==> src/rtl/hex_display_arbiter_if.sv <==
// Bus between the digit sources and hex_display_arbiter.
//   req         : level request per source
//   digits      : source i digit at [4i+3:4i]
//   grant       : one-hot grant, all zero when idle
//   digit_out   : digit of the granted source (feeds the HEX converter)
//   digit_valid : 1 = show digit_out, 0 = blank
//   done        : one-cycle pulse to a source when its dwell completes
// master = source side, slave = arbiter side.
interface hex_display_arbiter_if #(
  parameter int unsigned NUM_REQ = 4
);
  logic [NUM_REQ-1:0]   req;
  logic [4*NUM_REQ-1:0] digits;
  logic [NUM_REQ-1:0]   grant;
  logic [3:0]           digit_out;
  logic                 digit_valid;
  logic [NUM_REQ-1:0]   done;

  modport master (
    output req, digits,
    input  grant, digit_out, digit_valid, done
  );

  modport slave (
    input  req, digits,
    output grant, digit_out, digit_valid, done
  );
endinterface

==> src/rtl/hex_display_arbiter.sv <==
// Round-robin arbiter sharing one seven-segment digit path between NUM_REQ
// sources. Each grant is shown for DWELL_CYCLES cycles, followed by an
// optional GAP_CYCLES blank gap.
// Ports:
//   clk   : system clock, rising edge
//   reset : asynchronous, active-high
//   bus   : hex_display_arbiter_if.slave (req, digits in; grant, digit_out,
//           digit_valid, done out; all outputs registered)
// Optional feature macro: DISPLAY_ARB_PRIO0_EN -- requester 0 gets absolute
// priority and preempts other sources during SHOW/GAP.
module hex_display_arbiter #(
  parameter int unsigned NUM_REQ      = 4,
  parameter int unsigned DWELL_CYCLES = 25000000,
  parameter int unsigned GAP_CYCLES   = 2
) (
  input logic                  clk,
  input logic                  reset,
  hex_display_arbiter_if.slave bus
);

  localparam int unsigned IW   = (NUM_REQ > 2) ? $clog2(NUM_REQ) : 1;
  localparam int unsigned CMAX = (DWELL_CYCLES > GAP_CYCLES) ? DWELL_CYCLES : GAP_CYCLES;
  localparam int unsigned CW   = (CMAX > 2) ? $clog2(CMAX) : 1;
  localparam logic [CW-1:0] DWELL_LAST = CW'(DWELL_CYCLES - 1);
  localparam logic [CW-1:0] GAP_LAST   = CW'((GAP_CYCLES > 0) ? (GAP_CYCLES - 1) : 0);

  typedef enum logic [1:0] {
    ARB  = 2'd0,
    SHOW = 2'd1,
    GAP  = 2'd2
  } state_t;

  state_t             state_q, state_d;
  logic [IW-1:0]      rr_q, rr_d;
  logic [IW-1:0]      cur_q, cur_d;
  logic [CW-1:0]      cnt_q, cnt_d;
  logic [NUM_REQ-1:0] grant_q, grant_d;
  logic [3:0]         digit_q, digit_d;
  logic               valid_q, valid_d;
  logic [NUM_REQ-1:0] done_q, done_d;

  logic               win_found;
  logic               prio_win;
  logic [IW-1:0]      win_idx;
  logic [IW:0]        cand;
  logic [IW:0]        rr_next;

  // State and output registers
  always_ff @(posedge clk or posedge reset) begin
    if (reset) begin
      state_q <= ARB;
      rr_q    <= '0;
      cur_q   <= '0;
      cnt_q   <= '0;
      grant_q <= '0;
      digit_q <= '0;
      valid_q <= 1'b0;
      done_q  <= '0;
    end else begin
      state_q <= state_d;
      rr_q    <= rr_d;
      cur_q   <= cur_d;
      cnt_q   <= cnt_d;
      grant_q <= grant_d;
      digit_q <= digit_d;
      valid_q <= valid_d;
      done_q  <= done_d;
    end
  end

  // Next-state and output logic
  always_comb begin
    state_d   = state_q;
    rr_d      = rr_q;
    cur_d     = cur_q;
    cnt_d     = cnt_q;
    grant_d   = grant_q;
    digit_d   = digit_q;
    valid_d   = valid_q;
    done_d    = '0;
    win_found = 1'b0;
    prio_win  = 1'b0;
    win_idx   = '0;
    cand      = '0;
    rr_next   = '0;

    // Circular scan starting at the rr pointer; first hit wins
    for (int i = 0; i < int'(NUM_REQ); i++) begin
      cand = {1'b0, rr_q} + (IW+1)'(i);
      if (cand >= (IW+1)'(NUM_REQ)) begin
        cand = cand - (IW+1)'(NUM_REQ);
      end
      if (!win_found && bus.req[cand[IW-1:0]]) begin
        win_found = 1'b1;
        win_idx   = cand[IW-1:0];
      end
    end

`ifdef DISPLAY_ARB_PRIO0_EN
    // Requester 0 overrides the rotation and leaves the pointer untouched
    if (bus.req[0]) begin
      win_found = 1'b1;
      win_idx   = '0;
      prio_win  = 1'b1;
    end
`endif

    rr_next = {1'b0, win_idx} + (IW+1)'(1);
    if (rr_next >= (IW+1)'(NUM_REQ)) begin
      rr_next = '0;
    end

    case (state_q)
      ARB: begin
        if (win_found) begin
          grant_d          = '0;
          grant_d[win_idx] = 1'b1;
          digit_d          = bus.digits[{win_idx, 2'b00} +: 4];
          valid_d          = 1'b1;
          cnt_d            = '0;
          cur_d            = win_idx;
          if (!prio_win) begin
            rr_d = rr_next[IW-1:0];
          end
          state_d = SHOW;
        end
      end

      SHOW: begin
        // Terminal count ends the grant with done; a dropped req aborts silently
        if (cnt_q == DWELL_LAST || !bus.req[cur_q]) begin
          if (cnt_q == DWELL_LAST) begin
            done_d[cur_q] = 1'b1;
          end
          grant_d = '0;
          valid_d = 1'b0;
          cnt_d   = '0;
          state_d = (GAP_CYCLES > 0) ? GAP : ARB;
        end else begin
          cnt_d = cnt_q + CW'(1);
        end
      end

      GAP: begin
        if (cnt_q == GAP_LAST) begin
          cnt_d   = '0;
          state_d = ARB;
        end else begin
          cnt_d = cnt_q + CW'(1);
        end
      end

      default: begin
        state_d = ARB;
        grant_d = '0;
        valid_d = 1'b0;
        cnt_d   = '0;
      end
    endcase

`ifdef DISPLAY_ARB_PRIO0_EN
    // Preempt another source's SHOW or GAP: no done, no gap, fresh dwell
    if ((state_q == SHOW || state_q == GAP) && cur_q != '0 && bus.req[0]) begin
      done_d     = '0;
      grant_d    = '0;
      grant_d[0] = 1'b1;
      digit_d    = bus.digits[3:0];
      valid_d    = 1'b1;
      cnt_d      = '0;
      cur_d      = '0;
      state_d    = SHOW;
    end
`endif
  end

  assign bus.grant       = grant_q;
  assign bus.digit_out   = digit_q;
  assign bus.digit_valid = valid_q;
  assign bus.done        = done_q;

endmodule

==> src/flat_wrapper.sv <==
// flat-port wrapper written by rule: the top's interface ports become plain ports
module hex_display_arbiter_flat 
#(
  parameter int unsigned NUM_REQ      = 4,
  parameter int unsigned DWELL_CYCLES = 25000000,
  parameter int unsigned GAP_CYCLES   = 2
)
  (clk, reset, bus_req, bus_digits, bus_grant, bus_digit_out, bus_digit_valid, bus_done);
  hex_display_arbiter_if #(.NUM_REQ(NUM_REQ)) bus_i ();
  input logic clk;
  input logic reset;
  input wire logic [$bits(bus_i.req)-1:0] bus_req;
  input wire logic [$bits(bus_i.digits)-1:0] bus_digits;
  output wire logic [$bits(bus_i.grant)-1:0] bus_grant;
  output wire logic [$bits(bus_i.digit_out)-1:0] bus_digit_out;
  output wire logic [$bits(bus_i.digit_valid)-1:0] bus_digit_valid;
  output wire logic [$bits(bus_i.done)-1:0] bus_done;
  assign bus_i.req = bus_req;
  assign bus_i.digits = bus_digits;
  assign bus_grant = bus_i.grant;
  assign bus_digit_out = bus_i.digit_out;
  assign bus_digit_valid = bus_i.digit_valid;
  assign bus_done = bus_i.done;
  hex_display_arbiter #(.NUM_REQ(NUM_REQ), .DWELL_CYCLES(DWELL_CYCLES), .GAP_CYCLES(GAP_CYCLES)) u_core (.clk(clk), .reset(reset), .bus(bus_i));
endmodule
==> config.mk <==
export PLATFORM = sky130hd
export DESIGN_NAME = hex_display_arbiter_flat
export DESIGN_NICKNAME = d
export VERILOG_FILES = /design/src/rtl/hex_display_arbiter_if.sv /design/src/rtl/hex_display_arbiter.sv /design/src/flat_wrapper.sv
export SDC_FILE = /design/constraint.sdc
export NUM_CORES = 1
export LEC_CHECK = 0
export CAP_MARGIN = 20
export CORE_MARGIN = 5
export CORE_UTILIZATION = 40
export DETAILED_ROUTE_END_ITERATION = 8
export PLACE_DENSITY = 0.71
export SYNTH_ARGS = -nofsm -noshare
export SYNTH_HDL_FRONTEND = slang
export SYNTH_SLANG_ARGS = --single-unit
==> constraint.sdc <==
create_clock -name clk -period 2.1 [get_ports clk]
set_clock_uncertainty 0.2 [all_clocks]
set_input_delay 0.315 -clock clk [delete_from_list [all_inputs] [get_ports clk]]
set_output_delay 0.315 -clock clk [all_outputs]
set_load 0.005 [all_outputs]
=== After elaboration in Yosys (flattened, before gate mapping) ===
Index checks and enable logic that the tools add are counted.

* Bits in registers: 44
* Input bits: 22
* Output and inout bits: 13
* Word-level logic and storage cells: 97

* $add $sub $neg: 9
* Magnitude comparators: 13
* Eq/ne operators: 7
* Shift operators: 1
* Multiplexer cells: 44
* Bitwise gates (word level): 1
* Reduce and logical (&&, ||, !) cells: 14

{| class="wikitable"
|+ Operator list
! cell !! count
|-
| two-way mux 25 bit || 3
|-
| case mux 25 bit (3 select lines) || 1
|-
| adder 25 x 1 -> 25 bit (second input constant) || 1
|-
| == test 25 x 1 -> 1 bit (second input constant) || 1
|-
| == test 25 bit (second input constant) || 1
|-
| two-way mux 2 bit || 12
|-
| two-way mux 4 bit || 5
|-
| less-than comparator 2 x 3 -> 1 bit (second input constant) || 6
|-
| indexed part select 16 x 5 -> 4 bit || 1
|-
| two-way mux 1 bit || 13
|-
| greater-or-equal comparator 3 bit (second input constant) || 4
|-
| case mux 4 bit (3 select lines) || 1
|-
| binary-select mux 1 bit (select 2 bit) || 5
|-
| subtractor 2 x 1 -> 2 bit (second input constant) || 4
|-
| adder 2 x 1 -> 3 bit (second input constant) || 2
|-
| adder 2 x 2 -> 3 bit (second input constant) || 2
|-
| inequality test 2 x 1 -> 1 bit (second input constant) || 3
|-
| case mux 2 bit (3 select lines) || 1
|-
| AND reduction 3 bit || 2
|-
| logical AND 1 bit || 5
|-
| demux 1 bit (select 2 bit) || 2
|-
| greater-or-equal comparator 2 x 1 -> 1 bit (second input constant) || 2
|-
| logical NOT 1 bit || 4
|-
| greater-or-equal comparator 2 x 3 -> 1 bit (second input constant) || 1
|-
| 7 further kinds || 7
|}

=== Depth between registers and ports, before layout ===
* Word-level depth: 20
* Gate-level depth with buffers: 8
* Mapped depth without buffers: 7

=== Least setup slack after synthesis ===
No wires, ideal clock.

* Path type: flip-flop to flip-flop
* Start: register u_core.cnt_q[6]
* End: register u_core.state_q[1]
* Library setup time: 0.125 ns
* Arrival time: 1.989 ns
* Data required time: 1.775 ns
* Setup slack: -0.214 ns
* Cell stages (with the launch flop): 6
* Buffers on the path: 0
* Period minus slack after synthesis: 2.314 ns
* Cells stage by stage: dfrtp_1 > or4_1 > nor4_4 > a21oi_2 > a211o_1 > mux2_4

* Cells in the longest elaborated chain, start to end: 4
* Elaborated cells between the ends (all ways): 6
* Classes of those cells: 4 x eq/ne; 2 x reduce/logical

{| class="wikitable"
|+ RTL lines
! item !! line !! RTL
|-
| start: declaration || hex_display_arbiter.sv:36 || <nowiki>logic [CW-1:0] cnt_q, cnt_d;</nowiki>
|-
| start signal: assignment || hex_display_arbiter.sv:63 || <nowiki>cnt_q <= cnt_d;</nowiki>
|-
| == test 25 bit || hex_display_arbiter.sv:131 || <nowiki>if (cnt_q == DWELL_LAST || !bus.req[cur_q]) begin</nowiki>
|-
| logical OR 1 bit || hex_display_arbiter.sv:131 ||
|-
| inequality test 2 x 1 -> 1 bit (no source line) || -- ||
|-
| AND reduction 3 bit (no source line) (*) || -- ||
|-
| end signal: assignment || hex_display_arbiter.sv:60 || <nowiki>state_q <= state_d;</nowiki>
|-
| end: declaration || hex_display_arbiter.sv:33 || <nowiki>state_t state_q, state_d;</nowiki>
|}

Every way passes the cells marked *; elsewhere a longest branch is shown, timed or not.
A chain may end at the register's enable or synchronous reset.

=== Final worst setup path ===
* Start: register u_core.cnt_q[23]
* End: register u_core.state_q[1]

Same word-level chain as after synthesis.

==> metrics.yaml <==
outcome: "complete, but fails checks"
violations: "negative setup slack"
grt_max_degree: 24
initial_core_util_pct: 40.9
drc: 0
dr.pass1.iters: 4
synth_ff_type: "dfrtp_1"
crit_fanout: 4
crit_family: "simple AND/OR/NAND/NOR gates"
rr_worst_depth: 5
setup-violations-final: 34
die_w_um: 87.8
clk_latency_ps: 300
gp_congestion: 0.811
yosysTopAreaCell: "dfrtp_1"
register_area_mm2: 0.00110
root_buffer: "clkbuf_8"
slew_violations: 0
fmax_mhz: 430
total_power_w: 0.00322
cts_buffers: 5
crit_chain: "or4_4 > nor4_4 > a21oi_2 > a211o_1 > mux2_4"
io_buffers: 34
rows: 28
n_antenna_cell: 0
endpoint_kind: "flip-flop"
hp-class: "in -> async"
r2r_slack_ps: -230
ios: 35
path_clk_slew_ps: 80
leakage_nw: 1.48
slowest_stage: "or4_4"
synth_cell_types: 46
fillerInstances: 509
drv_cap: 0
hold_violations: 0
critical_path_class: "reg -> reg"
syn_area_per_cell_um2: 10.1
relSlewSlack_pct: 59.6
drive_gt1_share_pct: 25.0
async_reset_ff_share_pct: 100
finalCritPeriodShare_pct: 111
ys_ff_latch: 44
routed_via_density: 5.23
grt_pass1_vias: 2101
cts_sinks: 44
dr.first_iter.drc_count: 127
worst_ep_arrival_time_ps: 2310
overflow: 0
fp.dieH_um: 87.8
yosys.area.top_type_share_pct: 45.4
syn_nets: 272
dp_hpwl_mm: 4.24
synth_top_cells_by_area: "dfrtp_1 45%, xor2_1 5.4%, nor2_1 5.0%, ha_1 4.6%, nand2_1 2.9%"
vdd_drop_max_v: 0.000597
grt_antenna_before_repair: 0
r2r-end: "u_core.state_q[1]"
syn2layout_area_growth_pct: 40.1
placed_area_mm2: 0.00321
yosys_warnings: 0
synth_edf_count: 0
path_buf_inv: 0
setup_ws_ps: -226
critPathMaxStageDelay_ps: 550
cts_buffer_depth: 2
multi_input_area_mm2: 0.00134
worstSetupStartpointType: "flip-flop"
fin_crit_ps: 2330
final_common_cell: "buf_4"
die-area_mm2: 0.00772
final_cell_mix: "48 x buf_4, 44 x dfrtp_1, 33 x clkdlybuf4s50_1, 32 x nor2_1, 18 x nand2_1"
cts.htree.levels: 2
synth_cells: 241
p_per_area_mw_per_mm2: 948
tightestPinTransition_ps: 603
track_usage_pct: 16.3
fin_nets: 355
synth-seq-area-share_pct: 45.4
wire_per_inst_um: 14.4
drtAntennaViolNets: 0
netlist_area_mm2: 0.00242
grt_pass1_wl_mm: 9.76
core_mm2: 0.00592
fin_area_mm2: 0.00340
rsz0062_at_grt: "true"
cts_tree: "done"
vias: 2088
required_ps: 2090
drt_wl_total_mm: 5.75
r2r_start: "u_core.cnt_q[23]"
[per-stage QoR]
| stage | setup TNS [ps] | utilization, % | hold WS, ps | instances | setup WS (ps) |
|---|---|---|---|---|---|
| 2_1_floorplan | -1380 | - | 283 | 241 | -140 |
| 3_3_place_gp | -6550 | 54.3 | 296 | 390 | -288 |
| 3_5_place_dp | -7580 | 54.3 | 289 | 390 | -336 |
| 4_1_cts | -5310 | 56.7 | 126 | 399 | -218 |
| 5_1_grt | -8480 | 57.4 | 127 | 399 | -314 |
| 6_report | -5410 | 57.4 | 115 | 399 | -226 |
[synthesized netlist by cell type (all sizes together), types with 6 or more instances]
cell,number
inv,7
nor3,7
a21oi,7
nand3,10
nor2,32
nand2,19
ha,9
nor4b,6
xnor2,7
a211oi,7
nand4,8
dfrtp,44
xor2,15
[flip-flops by register name, indices dropped and copies added, names as in the netlist]
register	cells
u_core.cur_q	2
u_core.state_q	2
u_core.bus.digit_valid	1
u_core.bus.grant	4
u_core.bus.digit_out	4
u_core.rr_q	2
u_core.cnt_q	25
u_core.bus.done	4
[power breakdown]
part,internal (W),total [W],switching (W)
clock network,0.000293,0.000572,0.000279
registers,0.000993,0.00111,0.000120
logic,0.000793,0.00153,0.000740
[how the worst max path moves through the flow]
stage	startpoint	to	cells after the start
2_1_floorplan	u_core.cnt_q[23]	u_core.state_q[1]	5
3_3_place_gp	bus_req[0]	u_core.bus.grant[1]	6
3_5_place_dp	bus_req[0]	u_core.bus.digit_out[2]	7
4_1_cts	u_core.cnt_q[9]	u_core.state_q[1]	5
5_1_grt	u_core.cnt_q[23]	u_core.state_q[1]	5
6_report	u_core.cnt_q[23]	u_core.state_q[1]	5
[per-layer routing]
layer | global-route usage (%) | up-vias | part of all wire (%)
li1 | - | 1036 | -
met1 | 22.3 | 1017 | 48
met2 | 24.6 | 31 | 47
met3 | 4.61 | 4 | 3.3
met4 | 6.28 | 0 | 1.4
met5 | 0 | - | 0
[cell families after synthesis]
group                      Yosys count  synth area share, %
and+or+nand+nor                    111                 25.3
DFF                                 44                 45.4
AOI/OAI and AO/OA                   33                 10.5
xor gates and xnor gates            22                 7.95
buffers and inverters               15                 2.48
adders and majority gates            9                 4.65
muxes                                7                 3.61
[final cells by class]
| type | instances | share of cell area (%) |
|---|---|---|
| clock buffers | 7 | 2.84 |
| repair buffers | 84 | 21.9 |
| well taps | 75 | 2.76 |
| inverters | 7 | 0.774 |
| multi-input cells | 182 | 39.3 |
| flip-flops and latches | 44 | 32.4 |
[timing repair]
| item | CTS | global route |
|---|---|---|
| hold buffers | 0 | 0 |
| pin swaps | 4 | 2 |
| gates resized for setup | 8 | 11 |
| setup endpoints to repair | 33 | 41 |
| buffers inserted | 2 | 0 |
Note: power is estimated with default switching activity, not from simulation.
